**config.mk**
```make
export PLATFORM = sky130hd
export DESIGN_NAME = s38584_g31793_bist
export DESIGN_NICKNAME = d
export VERILOG_FILES = /design/src/rtl/s38584_bist_pkg.sv /design/src/rtl/bist_sisr16.sv /design/src/rtl/s38584_g31793_bist.sv
export SDC_FILE = /design/constraint.sdc
export NUM_CORES = 1
export LEC_CHECK = 0
export BUFFER_PORTS_ARGS = -buffer_cell sky130_fd_sc_hd__clkbuf_2
export CAP_MARGIN = 25
export CORE_MARGIN = 4
export CORE_UTILIZATION = 50
export CTS_BUF_LIST = sky130_fd_sc_hd__clkbuf_8
export DETAILED_ROUTE_END_ITERATION = 10
export GPL_ROUTABILITY_DRIVEN = 0
export PLACE_DENSITY = 0.72
export SLEW_MARGIN = 15
export SYNTH_ARGS = -nofsm -noshare
export SYNTH_HDL_FRONTEND = slang
export SYNTH_SLANG_ARGS = --single-unit
```
**constraint.sdc**
```tcl
create_clock -name CK -period 2.7 [get_ports CK]
set_clock_uncertainty 0.2 [all_clocks]
set_input_delay 0.81 -clock CK [delete_from_list [all_inputs] [get_ports CK]]
set_output_delay 0.81 -clock CK [all_outputs]
set_load 0.01 [all_outputs]
```
**src/rtl/s38584_bist_pkg.sv**
```systemverilog
// Shared types and constants for the s38584 g31793 cone self-test wrapper.
// Optional build macro used by the top: S38584_BIST_RESP_PIPE_EN.
package s38584_bist_pkg;

  typedef enum logic [2:0] {
    ST_IDLE    = 3'd0,
    ST_LOAD    = 3'd1,
    ST_RUN     = 3'd2,
    ST_COMPARE = 3'd3,
    ST_DONE    = 3'd4
  } state_t;

  // Signature register
  localparam int unsigned SISR_W    = 16;
  localparam logic [15:0] SISR_POLY = 16'h1021;
  localparam logic [15:0] SISR_INIT = 16'hFFFF;

  // Pattern generator: x^11 + x^9 + 1
  localparam int unsigned LFSR_W      = 11;
  localparam int unsigned LFSR_TAP_HI = 10;
  localparam int unsigned LFSR_TAP_LO = 8;

  // Pattern counter, wide enough for the full legal pattern range plus drain
  localparam int unsigned CNT_W = 11;

  // pat_out bit positions for the cone inputs
  localparam int unsigned PAT_G35   = 0;
  localparam int unsigned PAT_G5471 = 1;
  localparam int unsigned PAT_G5817 = 2;
  localparam int unsigned PAT_G5124 = 3;
  localparam int unsigned PAT_G6163 = 4;
  localparam int unsigned PAT_G3817 = 5;
  localparam int unsigned PAT_G3115 = 6;
  localparam int unsigned PAT_G6509 = 7;
  localparam int unsigned PAT_G3466 = 8;
  localparam int unsigned PAT_G4427 = 9;
  localparam int unsigned PAT_G4420 = 10;

  // One Fibonacci LFSR step
  function automatic logic [LFSR_W-1:0] lfsr_next(input logic [LFSR_W-1:0] v);
    return {v[LFSR_W-2:0], v[LFSR_TAP_HI] ^ v[LFSR_TAP_LO]};
  endfunction

  // An all-zero seed would lock the LFSR, so substitute 1
  function automatic logic [LFSR_W-1:0] seed_fix(input logic [LFSR_W-1:0] s);
    return (s == '0) ? LFSR_W'(1) : s;
  endfunction

endpackage

```
**src/rtl/bist_sisr16.sv**
```systemverilog
// 16-bit serial-input signature register (CRC-CCITT polynomial).
module bist_sisr16
  import s38584_bist_pkg::*;
(
  input  logic              clk,
  input  logic              rst,
  input  logic              init,
  input  logic              en,
  input  logic              din,
  output logic [SISR_W-1:0] sig
);

  logic fb;

  assign fb = sig[SISR_W-1] ^ din;

  // Reset clears, init seeds, enable absorbs one response bit
  always_ff @(posedge clk) begin
    if (rst) begin
      sig <= '0;
    end else if (init) begin
      sig <= SISR_INIT;
    end else if (en) begin
      sig <= {sig[SISR_W-2:0], 1'b0} ^ (fb ? SISR_POLY : '0);
    end
  end

endmodule

```
**src/rtl/s38584_g31793_bist.sv**
```systemverilog
// BIST controller for the s38584 g31793 cone: LFSR pattern source, SISR sink,
// pattern counter and run FSM. Optional macro S38584_BIST_RESP_PIPE_EN
// registers cut_resp once before the SISR and adds one drain cycle to RUN.
module s38584_g31793_bist
  import s38584_bist_pkg::*;
#(
  parameter int unsigned NUM_PATTERNS = 1024,
  parameter logic [10:0] LFSR_SEED    = 11'h001,
  parameter logic [15:0] GOLDEN_SIG   = 16'h0000
) (
  input  logic        CK,
  input  logic        RST,
  input  logic        start,
  input  logic        abort,
  output logic [10:0] pat_out,
  input  logic        cut_resp,
  output logic        busy,
  output logic        done,
  output logic        pass,
  output logic [15:0] signature
);

  // Counter value of the final pattern cycle
  localparam logic [CNT_W-1:0] LAST_PAT = CNT_W'(NUM_PATTERNS - 1);
`ifdef S38584_BIST_RESP_PIPE_EN
  // One extra cycle drains the response register
  localparam logic [CNT_W-1:0] RUN_LAST = CNT_W'(NUM_PATTERNS);
`else
  localparam logic [CNT_W-1:0] RUN_LAST = LAST_PAT;
`endif

  state_t            state;
  state_t            state_nx;
  logic [LFSR_W-1:0] lfsr;
  logic [CNT_W-1:0]  cnt;
  logic              run_last;
  logic              sisr_init;
  logic              sisr_en;
  logic              sisr_din;

`ifdef S38584_BIST_RESP_PIPE_EN
  logic resp_q;

  // Response pipeline stage ahead of the SISR
  always_ff @(posedge CK) begin
    if (RST) resp_q <= 1'b0;
    else     resp_q <= cut_resp;
  end
`endif

  assign run_last = (state == ST_RUN) && (cnt == RUN_LAST);

  // State register
  always_ff @(posedge CK) begin
    if (RST) state <= ST_IDLE;
    else     state <= state_nx;
  end

  // Next-state and SISR control; abort overrides every transition
  always_comb begin
    state_nx  = state;
    sisr_init = 1'b0;
    sisr_en   = 1'b0;
    sisr_din  = 1'b0;
    case (state)
      ST_IDLE:    if (start) state_nx = ST_LOAD;
      ST_LOAD: begin
        state_nx  = ST_RUN;
        sisr_init = 1'b1;
      end
      ST_RUN: begin
        if (run_last) state_nx = ST_COMPARE;
`ifdef S38584_BIST_RESP_PIPE_EN
        sisr_en  = (cnt != '0);
        sisr_din = resp_q;
`else
        sisr_en  = 1'b1;
        sisr_din = cut_resp;
`endif
      end
      ST_COMPARE: state_nx = ST_DONE;
      ST_DONE:    if (start) state_nx = ST_LOAD;
      default:    state_nx = ST_IDLE;
    endcase
    if (abort) begin
      state_nx  = ST_IDLE;
      sisr_init = 1'b0;
      sisr_en   = 1'b0;
    end
  end

  // Pattern generator, counter and registered status outputs
  always_ff @(posedge CK) begin
    if (RST) begin
      lfsr    <= '0;
      cnt     <= '0;
      pat_out <= '0;
      busy    <= 1'b0;
      done    <= 1'b0;
      pass    <= 1'b0;
    end else begin
      busy <= (state_nx == ST_LOAD) || (state_nx == ST_RUN) || (state_nx == ST_COMPARE);
      done <= (state_nx == ST_DONE);
      if (abort) begin
        pat_out <= '0;
        pass    <= 1'b0;
      end else begin
        case (state)
          ST_LOAD: begin
            lfsr    <= seed_fix(LFSR_SEED);
            pat_out <= seed_fix(LFSR_SEED);
            cnt     <= '0;
            pass    <= 1'b0;
          end
          ST_RUN: begin
            lfsr <= lfsr_next(lfsr);
            if (!run_last) cnt <= cnt + CNT_W'(1);
            pat_out <= (cnt >= LAST_PAT) ? '0 : lfsr_next(lfsr);
          end
          ST_COMPARE: begin
            pass    <= (signature == GOLDEN_SIG);
            pat_out <= '0;
          end
          default: pat_out <= '0;
        endcase
      end
    end
  end

  bist_sisr16 u_sisr (
    .clk  (CK),
    .rst  (RST),
    .init (sisr_init),
    .en   (sisr_en),
    .din  (sisr_din),
    .sig  (signature)
  );

endmodule
```
Yosys cells after proc, flatten, opt, wreduce, memory -nomap -nowiden
Cells that the tools add are included.
- flip-flop bits (word level): 55
- input port bits: 5
- output and inout port bits: 30
- word-level logic and storage cells: 54
- $add $sub $neg: 1
- order comparisons: 1
- equality and inequality tests: 10
- muxes and demuxes: 18
- bitwise gates (word level): 4
- reductions and logical operators: 12
- operators with widths (operator ; number):
    case mux 11 bit (2 select lines) ; 3
    two-way mux 16 bit ; 2
    two-way mux 11 bit ; 2
    logical NOT 16 bit ; 1
    bitwise XOR 16 bit ; 1
    two-way mux 13 bit ; 1
    equality test 3 x 2 -> 1 bit (second input constant) ; 4
    case mux 3 bit (4 select lines) ; 1
    adder 11 x 1 -> 11 bit (second input constant) ; 1
    equality test 11 x 10 -> 1 bit (second input constant) ; 1
    greater-or-equal comparator 11 x 10 -> 1 bit (second input constant) ; 1
    two-way mux 3 bit ; 3
    equality test 3 x 1 -> 1 bit (second input constant) ; 2
    equality test 3 bit (second input constant) ; 2
    nonzero test 2 bit ; 3
    two-way mux 1 bit ; 5
    OR reduction 2 bit ; 2
    logical NOT 3 bit ; 1
    AND reduction 3 bit ; 1
    logical OR 1 bit ; 2
    inequality test 2 bit (second input constant) ; 1
    case mux 1 bit (2 select lines) ; 1
    AND reduction 2 bit ; 1
    bitwise XOR 1 bit ; 2
    other kinds (2) ; 2

Longest topological paths before layout
Gate-level depths: netlist of the first run.
- depth in word-level cells: 8
- mapped depth: 7
- mapped depth without buffers: 5

By module
From an unflattened synthesis of the first run, not the netlist that was laid out.
- cells, all modules: 231
- area total of the unflattened synthesis: 2205.9 um2
- modules (own cells, without submodules) (module ; times used ; cells an instance ; area each (um2) ; seq. area each (um2)):
    s38584_g31793_bist ; 1 ; 167 ; 1565.3 ; 780.7
    bist_sisr16 ; 1 ; 64 ; 640.6 ; 320.3

Least setup slack after synthesis of the first run
No wires, ideal clock.
- path kind: input-to-reg
- start point: input port abort
- end point: register cnt[6]
- library setup time: 0.070 ns
- arrival time: 2.101 ns
- required time: 2.430 ns
- path slack: 0.330 ns
- cell stages on the path: 5
- buffers on the path: 1
- cells stage by stage: or2_2 -> or2_0 -> clkbuf_1 -> or4_1 -> a21oi_1
- longest elaborated chain between the ends: 2
- RTL lines (what ; RTL line ; RTL):
    start, declared ; s38584_g31793_bist.sv:14 ; input logic abort,
    NOT 1 bit (no source line) ; n/a ;
    AND reduction 3 bit (no source line) ; n/a ;
    end signal, assigned ; s38584_g31793_bist.sv:117 ; if (!run_last) cnt <= cnt + CNT_W'(1);
    end, declared ; s38584_g31793_bist.sv:35 ; logic [CNT_W-1:0] cnt;
Every way passes these cells.
A chain may end at the register's enable or synchronous reset.

Worst setup path in the final report of the first run
- start point: input port abort
- end point: register cnt[3]
The elaborated chain is that of the path after synthesis.

==> results of run 1 <==
-- final cells by class --
type                       instances  area, um2  area share
multi-input combinational        158      953.4      0.3847
tap                               50      62.56     0.02524
sequential                        55       1101      0.4442
clock buffer                       5      68.82     0.02776
timing repair buffer              41      235.2     0.09490
clock inverter                     3      42.54     0.01716
inverter                           4      15.01    0.006058
-- power by group --
part | total (mW) | leakage (nW) | internal [mW] | switching [mW]
combinational | 0.0913 | 0.476 | 0.0389 | 0.0524
clock | 0.548 | 0.0599 | 0.277 | 0.271
sequential | 0.842 | 0.445 | 0.826 | 0.0159
-- flip-flops by register name (all words and copies together), names as in the netlist --
| register | cells |
|---|---|
| busy | 1 |
| cnt | 11 |
| done | 1 |
| lfsr | 11 |
| pass | 1 |
| pat_out | 11 |
| state | 3 |
| u_sisr.sig | 16 |
-- how the worst max path moves through the flow --
| stage | cells past startpoint | end | start | slack, ns |
|---|---|---|---|---|
| floorplan | 5 | cnt[6]$_SDFFE_PP0P_ | abort | 0.33 |
| global placement | 6 | cnt[6]$_SDFFE_PP0P_ | abort | 0.16 |
| detailed placement | 6 | cnt[3]$_SDFFE_PP0P_ | abort | 0.11 |
| CTS | 6 | cnt[3]$_SDFFE_PP0P_ | abort | 0.44 |
| global route | 6 | cnt[9]$_SDFFE_PP0P_ | abort | 0.33 |
| finish | 6 | cnt[3]$_SDFFE_PP0P_ | abort | 0.43 |
-- placed cells by master, fill, tap and decap left out, types with 2 or more instances in the layout --
master                     netlist  layout
sky130_fd_sc_hd__nand3_1        11      11
sky130_fd_sc_hd__o22ai_1        13      13
sky130_fd_sc_hd__dfxtp_1        55      55
sky130_fd_sc_hd__and2_1         11      11
sky130_fd_sc_hd__nand2_1         9       9
sky130_fd_sc_hd__xor2_1          2       2
sky130_fd_sc_hd__clkbuf_2        0      34
sky130_fd_sc_hd__a31oi_1         2       2
sky130_fd_sc_hd__and3_1          6       6
sky130_fd_sc_hd__inv_1           4       5
sky130_fd_sc_hd__o31ai_1         6       6
sky130_fd_sc_hd__or2_2           2       2
sky130_fd_sc_hd__nor4b_1         2       2
sky130_fd_sc_hd__nor4_1          5       5
sky130_fd_sc_hd__a22oi_1         6       6
sky130_fd_sc_hd__clkbuf_8        0       5
sky130_fd_sc_hd__nand4_1         2       2
sky130_fd_sc_hd__a211oi_1        3       3
sky130_fd_sc_hd__a21oi_1        12      12
sky130_fd_sc_hd__or4_1           7       7
sky130_fd_sc_hd__nor3_1          7       7
sky130_fd_sc_hd__o21ai_0         6       6
sky130_fd_sc_hd__nor2_1         27      27
sky130_fd_sc_hd__buf_4           0       6
-- worst max-delay path: stages --
cell	delay, ns
sky130_fd_sc_hd__clkbuf_2	0.09
sky130_fd_sc_hd__or2_2	0.30
sky130_fd_sc_hd__or2_0	0.27
sky130_fd_sc_hd__buf_12	0.18
sky130_fd_sc_hd__or4_1	0.51
sky130_fd_sc_hd__a21oi_1	0.16
-- cell families after synthesis --
group,Yosys count
buf+inv,20
xor+xnor,3
simple gates,99
compound gates,54
fa+ha+maj,1
mux,1
flops,55
-- stage by stage --
step	cell area [um2]	util
3_3_place_gp	2367	0.5834
4_1_cts	2479	0.6109
2_1_floorplan	2138	-
6_report	2479	0.6109
5_1_grt	2479	0.6109
3_5_place_dp	2367	0.5834
-- routing by layer --
metal  track usage  share of wire  up-vias
li1              -              -      920
met1        0.2268           0.48      836
met2        0.2711           0.45       39
met3       0.04104          0.039       10
met4       0.09658          0.030        0
met5             0              0        -
==> impl.org, run 1 <==
** STA
- For the pin with the worst max-slew slack, the measured transition is 0.5868 ns.
- The final number of hold-violating endpoints is 0.
- Headroom to the max-slew limit came out at 0.6088.
- Unrepaired setup endpoints after global routing :: no
- Timing would allow up to 441.0 MHz.
- Final Slew Violations :: 0
- In the finished design, the share of the clock period the worst path needs comes to 0.8399.
- For the finished layout, the period the worst path requires is around 2.3 ns.
- Final sum of negative setup slack :: 0 ns
- Setup violations remaining at the end of the flow were counted as 0.
- Least setup slack across all paths after layout :: around 0.43 ns
- Worst hold margin :: 0.2617 ns

** Logic synthesis
- Top cells by area in the synthesized netlist :: sky130_fd_sc_hd__dfxtp_1 51%, sky130_fd_sc_hd__nor2_1 4.7%, sky130_fd_sc_hd__o22ai_1 3.8%, sky130_fd_sc_hd__and2_1 3.2%, sky130_fd_sc_hd__a21oi_1 2.8%
- Sequential-to-total area share from yosys stat :: 0.5149
- Ranked by instance count, the synthesized netlist is headed by 55 x sky130_fd_sc_hd__dfxtp_1, 27 x sky130_fd_sc_hd__nor2_1, 13 x sky130_fd_sc_hd__clkbuf_1, 13 x sky130_fd_sc_hd__o22ai_1, 12 x sky130_fd_sc_hd__a21oi_1.
- For this run, the leading register cell type out of synthesis is sky130_fd_sc_hd__dfxtp_1.
- Flop and latch count out of synthesis :: 55
- sky130_fd_sc_hd__dfxtp_1 is the most common cell in the netlist.
- Dominant combinational cell family by area after synthesis :: simple AND/OR/NAND/NOR gates
- Of the total synthesized cell area, the portion taken by XOR and XNOR cells is 0.01229.
- The portion of synthesized area spent on multiplexers is 0.004681.
- Of the total synthesized cell area, the portion taken by AND, OR, NAND and NOR gates is 0.2569.
- The largest total area in the synthesized netlist belongs to sky130_fd_sc_hd__dfxtp_1.
- Of the total synthesized cell area, the portion taken by full adders, half adders and majority gates is 0.005851.
- Netlist Area Pre-Place :: 0.002138 mm2
- Number of instances in the synthesized netlist :: 233
- The share of synthesized area in the top cell type comes to 0.5149.
- Average cell area after synthesis :: 9.177 um2
- The compound-gate portion of the synthesized area was 0.1662.
- For this run, the number of Yosys warnings is 0.
- The netlist uses 44 different library cells.
- Count of flip-flops with a built-in enable after synthesis :: 0
- Post-Syn Nets :: 239
- For this run, asynchronously set or reset flops after synthesis account for 0.

** Placement
- In this run, placement finished with an instance count of 308.
- OpenSTA, run right after detailed placement, puts the worst setup slack at 0.1143 ns.
- Detailed-placement wirelength estimate :: 2959 um
- IO Port Bufs :: 34

** Power
- Post-route total power :: 1.481 mW
- Dividing total power by cell area gives a power density of 597.5 mW/mm2.
- Largest voltage drop on the vdd net :: 0.0003524 V
- In this run the static leakage power is 0.9803 nW.

** Worst hold path
- Tightest Hold Check Type :: reg2reg
- The path with the worst hold slack has its endpoint at cnt[10]$_SDFFE_PP0P_.
- In this run the most critical hold path is launched from cnt[10]$_SDFFE_PP0P_.
- Cell count of the worst hold path :: 1

** Die
- Die width :: 73.40 um
- Core area :: 0.004058 mm2
- Die area :: 0.005387 mm2
- Number of rows created at floorplan :: 23
- Effective utilization at floorplan :: 0.5270
- Pin placement for this block handled 35 I/O pins.
- From bottom edge to top edge, the die measures 73.40 um.

** Drt
- Routed wire length :: 4381 um
- The detailed router placed 1805 vias in this run.
- The detail route stage leaves a number of antenna-violating nets equal to 0.
- First DRT Iteration DRCs :: 171
- Detailed-route DRC error count :: 0
- Average wire per cell in the routed design :: 13.86 um
- Via/cell ratio :: 5.712
- The first detailed-routing pass took 4 iterations.

** Worst setup path
- STA classifies the critical path endpoint as a register.
- Number of cells on the worst reg-to-reg path :: 5
- Reg-to-Reg End :: cnt[3]$_SDFFE_PP0P_
- The worst register-to-register path begins at state[1]$_SDFF_PP0_.
- Data on the critical path is required at its endpoint by 2.74 ns.
- STA classifies the critical path startpoint as an input pin.
- The worst setup path is of the in2reg kind.
- CP arrival :: 2.31 ns
- Worst Path Max Fanout :: 28
- For flop-to-flop paths, the worst setup slack is 0.53 ns.

** Clocking
- Clock transition time at the flip-flop clock pins of the worst setup and hold paths :: around 0.090 ns
- The number of gates resized after CTS was 0.
- Clock tree synthesis found a total of 55 sinks.
- Worst-skew pair later-pin latency :: 0.31 ns
- Setup bufs post-CTS :: 0
- The tree is rooted in a sky130_fd_sc_hd__clkbuf_8.
- Number of buffers created by CTS :: 5
- TritonCTS clock tree :: yes
- The clock passes through at most 2 buffers.
- Number of H-tree levels :: 2
- The number of hold buffers added after CTS was 0.

** Global route
- Entering global routing, the biggest net connects 29 pins.
- Global-route total usage across every layer :: 0.1759
- Wire length of the first global-routing pass :: 7410 um
- Antenna violations before repair :: 0
- Sum of overflow across all layers after global routing :: 0
- The number of global-route vias before repair was 1652.

** Finish
- In the final design database the tool counted 271 nets.
- Area added between synthesis and finish :: 15.92%
- The finished layout holds 316 standard cells, fillers aside.
- Diodes inserted :: 0
- Fill count :: ~370
- Fraction of layout instances using a drive strength above 1 :: 0.2105

** Job
- The tool flagged a number of max-cap violations equal to 0.

** Run status
- Status :: finished, final reports clean
No activity file was read; power rests on OpenSTA's default activity.
==> run 2: changes to the inputs <==
--- a/config.mk
+++ b/config.mk
@@ -5,6 +5,7 @@
 export SDC_FILE = /design/constraint.sdc
 export NUM_CORES = 1
 export LEC_CHECK = 0
+export ABC_AREA = 1
 export BUFFER_PORTS_ARGS = -buffer_cell sky130_fd_sc_hd__clkbuf_2
 export CAP_MARGIN = 25
 export CORE_MARGIN = 4
@@ -12,7 +13,7 @@
 export CTS_BUF_LIST = sky130_fd_sc_hd__clkbuf_8
 export DETAILED_ROUTE_END_ITERATION = 10
 export GPL_ROUTABILITY_DRIVEN = 0
-export PLACE_DENSITY = 0.72
+export PLACE_DENSITY = 0.71
 export SLEW_MARGIN = 15
 export SYNTH_ARGS = -nofsm -noshare
 export SYNTH_HDL_FRONTEND = slang
==> constraint.sdc (replaced) <==
create_clock -name CK -period 2.4 [get_ports CK]
set_clock_uncertainty 0.2 [all_clocks]
set_input_delay 0.72 -clock CK [delete_from_list [all_inputs] [get_ports CK]]
set_output_delay 0.72 -clock CK [all_outputs]
set_load 0.01 [all_outputs]
==> impl.org, run 2 <==
** Drt
- The wire length after detailed routing came to 4658 um (+6.3%).
- Average wire per cell in the routed design :: 11.47 um (-17%)
- The number of nets with antenna violations after routing is 0 (unchanged).
- Vias post-DR :: 2048 (+13%)
- First DRT Iteration DRCs :: 146 (-15%)
- Via/cell ratio :: 5.044 (-12%)
- The DRC violation count after routing came to 0 (unchanged).
- The first-pass iteration count of the detailed router was 4 (unchanged).

** Finish
- In the layout the commonest cells are 65 x sky130_fd_sc_hd__nand2_1, 55 x sky130_fd_sc_hd__dfxtp_1, 46 x sky130_fd_sc_hd__nor2_1, 41 x sky130_fd_sc_hd__inv_1.
- The layout net count is 359 (+32%).
- The share of cells above drive strength 1 is 0.1667 (-0.04386).
- Diodes inserted :: 0 (unchanged)
- Final Instance Area :: 0.002596 mm2 (+4.7%)
- The count of filler cells inserted in the layout came to 421 (+14%).
- Flip-flop count of the largest register after layout :: 16 (unchanged)
- Register bank with the most flops :: u_sisr.sig
- Leaving out fill and tap cells, the most frequent cell in the layout is sky130_fd_sc_hd__nand2_1.
- Area added between synthesis and finish :: 12.41%
- Final Util :: 0.5882 (-0.02270)
- The non-filler instance count after layout is 406 (+28%).

** Worst setup path
- The critical path is of the in2reg type.
- The worst path required time came to 2.43 ns (-0.31 ns).
- Worst Path Max Fanout :: 24 (-14%)
- STA classifies the critical path endpoint as a register.
- Largest stage delay on the critical path :: 0.22 ns (-0.29 ns)
- The data arrival time of the critical path is 1.87 ns (-0.44 ns).
- STA classifies the critical path startpoint as an input pin.
- The buffer and inverter count on the worst path came to 3 (+1).
- Walking the worst path, the cells encountered are clkbuf_2 -> inv_1 -> nand3_1 -> nand2_4 -> inv_4 -> nor2_4 -> nand2_1 -> a21oi_1.
- The largest individual stage delay along the critical path comes from the cell sky130_fd_sc_hd__nor2_4.
- In this design, the largest share of critical-path delay is due to simple AND/OR/NAND/NOR gates.

** Clocking
- CTS Hold Buffers Added :: 0 (unchanged)
- Library cell used as clock root buffer :: sky130_fd_sc_hd__clkbuf_8
- The clock-pin slew on the worst setup and hold paths came to 0.09 ns (about the same).
- The number of buffers inserted during clock tree synthesis is 5 (unchanged).
- Post-cts sizing count :: 0 (unchanged)
- Number of H-tree levels :: 2 (unchanged)
- The maximum number of buffers from clock root to sink was 2 (unchanged).
- TritonCTS clock tree :: yes
- The post-CTS setup buffer count was 0 (unchanged).
- The later-pin clock latency in the skew report came to 0.30 ns (about the same).
- The number of sinks driven by the clock tree was 55 (unchanged).

** Power
- The proportion of power drawn by combinational gates was 0.074 (+0.012).
- Clock share of power :: 0.314 (-0.056)
- The sequential cell fraction of total power was 0.612 (+0.044).
- The design internal power was 1.170 mW (+2.5%).
- PwrDens :: 595.8 mW/mm2 (-0.29%)
- Switching power of the nets :: 0.3764 mW (+11%)
- The leakage power total came to 1.010 nW (+3.0%).
- The maximum vdd drop is 0.0003354 V (-4.8%).
- The proportion of total power due to net switching was 0.2433 (+0.01403).

** Global route
- Global-route met3 utilization :: 0.03555 (-0.005495)
- The initial antenna violation count is 0 (unchanged).
- Sum of overflow across all layers after global routing :: 0 (unchanged)
- The number of global-route vias before repair was 1875 (+13%).
- The met2 usage was 0.2671 (-0.003979).
- The pin count of the biggest net entering global routing was 25 (-14%).
- The overall global routing resource usage was 0.1674 (-0.008564).
- Wire length of the first global-routing pass :: 8238 um (+11%)
- Layer carrying the most global-route usage :: met2
- Met1 track utilization from global routing :: 0.2271 (+0.0003345)

** Logic synthesis
- The number of warning messages in the yosys log came to 0 (unchanged).
- Post-synth top cells :: 65 x sky130_fd_sc_hd__nand2_1, 55 x sky130_fd_sc_hd__dfxtp_1, 46 x sky130_fd_sc_hd__nor2_1
- Average cell area after synthesis :: 7.218 um2 (-21%)
- Cell taking the most area after synthesis :: sky130_fd_sc_hd__dfxtp_1
- By instance count, the leading cell after synthesis is sky130_fd_sc_hd__nand2_1.
- The synthesized netlist cell count was 320 (+37%).
- The portion of synthesized cell area occupied by the leading cell type came to 0.4767 (-0.03821).
- The number of flops mapped to enable cells by yosys is 0 (unchanged).
- Among all flip-flop cells after synthesis, the most frequent one is sky130_fd_sc_hd__dfxtp_1.
- The synthesized cell area was 0.002310 mm2 (+8.0%).
- The post-synthesis net count was 326 (+36%).
- Number of distinct library cell variants in the gate-level netlist after synthesis :: 27 (-39%)
- FFs w/ async S/R, synth :: 0 (unchanged)
- The post-synthesis sequential area ratio came to 0.4767 (-0.03821).
- Flop and latch count out of synthesis :: 55 (unchanged)
- Yosys attributes the largest share of cell area to sky130_fd_sc_hd__dfxtp_1 48%, sky130_fd_sc_hd__nand2_1 11%, sky130_fd_sc_hd__nor2_1 7.5%, sky130_fd_sc_hd__a21oi_1 7.4%, sky130_fd_sc_hd__inv_1 6.5%.

** STA
- The slew at the pin closest to its max-slew limit was 0.5110 ns (-0.07581 ns).
- Maximum clock frequency :: 544.6 MHz
- Of the available clock period, the critical path in the final layout requires 0.7651.
- The number of pins with negative max-slew slack in the final report is 0 (unchanged).
- Max transition margin :: 0.6589 (+0.05016)
- Number of hold violations in the final report :: 0 (unchanged)
- Tmin final :: 1.836 ns
- The sum of negative setup slack is 0 ns (unchanged).
- Unrepaired setup endpoints after global routing :: no
- The setup violation total in the final timing report came to 0 (unchanged).

** Die
- Core area :: 0.004414 mm2 (+8.8%)
- Number of rows created at floorplan :: 24 (+4.3%)
- Number of I/O pins :: 35 (unchanged)
- Die width :: 75.97 um (+3.5%)
- The area of the die is 0.005771 mm2 (+7.1%).
- Effective utilization at floorplan :: 0.5232 (-0.003739)
- The y dimension of the die came to 75.97 um (+3.5%).

** Placement
- The post-place instance area is 0.002511 mm2 (+6.1%).
- IO Port Bufs :: 34 (unchanged)
- The post-DP HPWL was 3285 um (+11%).
- Placed cells :: 398 (+29%)

** Worst hold path
- In this run the worst hold path is classified as reg2reg.

** Run status
- The run finished with clean final reports.

** Job
- Number of violations of the max-capacitance limit :: 0 (unchanged)
run 2: cell count changes after synthesis, sizes merged, moves of 8 or more:
cell / delta
clkbuf: -8
nand2: +58
o22ai: -13
nand3: +8
and2: -11
or4: -8
nor2: +25
inv: +39
a21oi: +21
o21ai: +16
run 2: path summary, 6_finish.rpt:
path	to	depth (start not counted)	from	slack (ns)
setup reg to reg	pat_out[0]$_SDFF_PP0_	6	cnt[0]$_SDFFE_PP0P_	0.57
setup / recovery	cnt[3]$_SDFFE_PP0P_	8	abort	0.56
hold / removal	lfsr[0]$_SDFFE_PP0P_	2	lfsr[0]$_SDFFE_PP0P_	0.26
hold reg to reg	lfsr[0]$_SDFFE_PP0P_	2	lfsr[0]$_SDFFE_PP0P_	0.26
run 2: power by group through the flow:
stage	Combinational, mW	Sequential (mW)	Clock (mW)
2_1_floorplan	0.0739	0.971	0
3_5_place_dp	0.115	0.967	0
6_report	0.114	0.946	0.486
4_1_cts	0.115	0.946	0.499
5_1_grt	0.131	0.950	0.532
3_3_place_gp	0.113	0.967	0
run 2: final cells by class:
type	count	area [um2]	share of cell area
timing repair buffer	37	192.7	0.07422
clock inverter	3	16.27	0.006265
clock buffer	5	68.82	0.02651
multi-input combinational	211	988.4	0.3807
tap	52	65.06	0.02506
sequential	55	1101	0.4241
inverter	43	163.9	0.06313
run 2: routing by layer:
layer	part of all wire	wire, um
met1	0.50	2348
met2	0.43	2012
met3	0.050	232
met4	0.014	64
met5	0	0
run 2: worst register-to-register path: cells and delay by family (launching register included):
family / cells / cell delay [ns]
adder cells (fa/ha/maj): 1 / 0.22
AO/OA/AOI/OAI: 1 / 0.32
AND/OR/NAND/NOR: 4 / 0.67
flip-flops: 1 / 0.35
run 2: cells by family after synthesis:
logic type | count (synthesis) | share of synthesized area
AO/OA/AOI/OAI | 59 | 0.1306
XOR/XNOR | 3 | 0.01138
adder cells (fa/ha/maj) | 1 | 0.005416
buffers and inverters | 54 | 0.09534
flip-flops | 55 | 0.4767
AND/OR/NAND/NOR | 148 | 0.2806
run 2: per-stage QoR:
step	total power [mW]	hold slack [ns]	setup WS, ns
floorplan	1.045	0.2271	0.6693
global placement	1.081	0.2398	0.3044
detailed placement	1.082	0.2464	0.2500
CTS	1.561	0.2601	0.5413
global route	1.613	0.2915	0.3778
finish	1.547	0.2584	0.5638
==> run 3: changes to the inputs <==
==> constraint.sdc (replaced) <==
create_clock -name CK -period 1.9 [get_ports CK]
set_clock_uncertainty 0.2 [all_clocks]
set_input_delay 0.57 -clock CK [delete_from_list [all_inputs] [get_ports CK]]
set_output_delay 0.57 -clock CK [all_outputs]
set_load 0.01 [all_outputs]
==> impl.org, run 3 (synthesized netlist as in run 2, its figures left out) <==
** Power
- The power per unit of standard cell area was 757.5 mW/mm2 (+27%).
- Leak :: 1.035 nW (+2.5%)
- Largest voltage drop on the vdd net :: 0.0004429 V (+32%)
- Post-route total power :: 1.998 mW (+29%)

** Finish
- Counting flops per register, the top entry is u_sisr.sig.
- The non-filler instance count after layout was 411 (+1.2%).
- Final Instance Area :: 0.002638 mm2 (+1.6%)
- Flip-flop count of the largest register after layout :: 16 (unchanged)
- Leaving out fill and tap cells, the most frequent cells in the layout are 65 x sky130_fd_sc_hd__nand2_1, 55 x sky130_fd_sc_hd__dfxtp_1, 46 x sky130_fd_sc_hd__nor2_1, 41 x sky130_fd_sc_hd__inv_1.
- Leaving out fill and tap cells, the most frequent cell in the layout is sky130_fd_sc_hd__nand2_1.
- Fraction of layout instances using a drive strength above 1 :: 0.1783 (+0.01161)
- The number of antenna diodes is 0 (unchanged).
- Area added between synthesis and finish :: 14.19%
- The final cell utilization of the core is 0.5975 (+0.009354).
- Number of nets in the layout :: 364 (+1.4%)

** Clocking
- The number of buffers inserted during clock tree synthesis came to 5 (unchanged).
- The later-pin clock latency in the skew report is 0.31 ns (about the same).
- Maximum buffer depth of the clock tree :: 2 (unchanged)
- Clock transition time at the flip-flop clock pins of the worst setup and hold paths :: 0.10 ns (about the same)
- TritonCTS built the clock tree.
- The hold buffer count at CTS came to 0 (unchanged).
- Clk sink count :: 55 (unchanged)
- The number of gates given a new drive strength after cts is 0 (unchanged).
- Clock tree synthesis selected as its root buffer the cell sky130_fd_sc_hd__clkbuf_8.
- The post-CTS setup buffer count was 0 (unchanged).
- Number of H-tree levels :: 2 (unchanged)

** STA
- Setup violations, final :: 0 (unchanged)
- The sum of negative setup slack is 0 ns (unchanged).
- The clock period could shrink to 1.719 ns.
- The smallest hold slack is 0.2553 ns (-0.003061 ns).
- Least-Margin Pin Slew :: 0.3657 ns (-0.1453 ns)
- Timing would allow up to slightly below 600 MHz.
- The final number of hold-violating endpoints came to 0 (unchanged).
- Share of the clock period used by the worst path :: 0.9045
- Least setup slack across all paths after layout :: 0.1814 ns (-0.3824 ns)
- Final Slew Violations :: 0 (unchanged)
- Max transition margin :: 0.7559 (+0.09700)
- Setup repair after global routing left no endpoint under its margin.

** Global route
- The number of global-route vias before repair is 1898 (+1.2%).
- The initial antenna violation count is 0 (unchanged).
- Sum of overflow across all layers after global routing :: 0 (unchanged)
- Largest net degree at the start of global routing :: 22 (-12%)
- Wire length of the first global-routing pass :: 8452 um (+2.6%)
- The overall global routing resource usage is 0.1727 (+0.005334).

** Worst setup path
- The data arrival time of the critical path is 1.73 ns (-0.14 ns).
- The kind of cell with the highest combined delay along the critical path is simple AND/OR/NAND/NOR gates.
- List of cells traversed by the critical path :: ha_1 -> nand2_1 -> nor2_2 -> nand2_1 -> nor2_2 -> nor2_4 -> o21ai_1 -> nor2_1
- The worst setup path is captured at a register.
- The worst setup path is of the reg2reg kind.
- Worst Path Max Fanout :: 7 (-71%)
- Worst endpoint required time :: 1.91 ns (-0.52 ns)
- Launching element type of the critical path :: register
- The maximum single-stage delay on the critical path was 0.40 ns (+0.18 ns).
- Slowest stage cell on the critical path :: sky130_fd_sc_hd__dfxtp_1
- Worst path bufs/invs :: 0 (-3)

** Placement
- The worst setup slack after placement was 0.04772 ns (-0.2023 ns).
- The instance count after placement with tap cells included was 403 (+1.3%).
- The post-DP HPWL is 3371 um (+2.6%).
- The post-place instance area is 0.002549 mm2 (+1.5%).
- IO Port Bufs :: 34 (unchanged)

** Drt
- Via/cell ratio :: 4.981 (-1.3%)
- The DRC violation count after routing is 0 (unchanged).
- The initial DRC count came to 132 (-9.6%).
- The first-pass iteration count of the detailed router was 4 (unchanged).
- The routed via count was 2047 (-0.049%).
- The wire length after detailed routing came to 4689 um (+0.67%).
- Number of nets still failing antenna checks after routing :: 0 (unchanged)
- The average detailed-routed wire length per instance is 11.41 um (-0.56%).

** Die
- The number of cell rows came to 24 (unchanged).
- Height of the die :: 75.97 um (unchanged)
- The initial core utilization came to 0.5232 (unchanged).
- The number of placed I/O pins came to 35 (unchanged).
- The area of the die is 0.005771 mm2 (unchanged).
- The standard cell core area came to 0.004414 mm2 (unchanged).
- Die width :: 75.97 um (unchanged)

** Worst hold path
- The worst hold path belongs to the class reg2reg.

** Run status
- Status :: finished, final reports clean

** Job
- The reported max-cap violation count was 0 (unchanged).
## run 3: changes by cell type in the layout (fill, tap and decap cells not counted)
cell                       previous run  this run
sky130_fd_sc_hd__buf_4                3         8
sky130_fd_sc_hd__clkinv_2             1         0
sky130_fd_sc_hd__inv_6                0         1
## run 3: worst min-delay path, delay by kind of cell, from the launching register on
family | cells | cell delay, ns
compound gates | 1 | 0.05
flops | 1 | 0.31
buf+inv | 1 | 0.06
## run 3: report_power, final
group | internal [mW] | switching, mW | leakage (nW)
Sequential | 1.18 | 0.0191 | 0.445
Clock | 0.260 | 0.392 | 0.0460
Combinational | 0.0540 | 0.0959 | 0.544
## run 3: metal layers
metal	vias to the layer above	share of wire	track usage
met1	902	0.49	0.2207
met4	0	0.018	0.06228
li1	1092	-	-
met5	-	0	0
met3	7	0.052	0.04384
met2	46	0.44	0.2800
## run 3: worst paths after layout
path	start	cells after the start	slack [ns]	endpoint
setup / recovery	cnt[0]$_SDFFE_PP0P_	8	0.18	cnt[0]$_SDFFE_PP0P_
hold / removal	lfsr[0]$_SDFFE_PP0P_	2	0.26	lfsr[0]$_SDFFE_PP0P_
setup reg to reg	cnt[0]$_SDFFE_PP0P_	8	0.18	cnt[0]$_SDFFE_PP0P_
hold reg to reg	lfsr[0]$_SDFFE_PP0P_	2	0.26	lfsr[0]$_SDFFE_PP0P_
## run 3: area by class of cell
type,instances,area (um2)
multi-input combinational,211,988.4
fill,408,1777
tap,52,65.06
clock buffer,5,68.82
timing repair buffer,42,230.2
sequential,55,1101
inverter,43,163.9
clock inverter,3,20.02
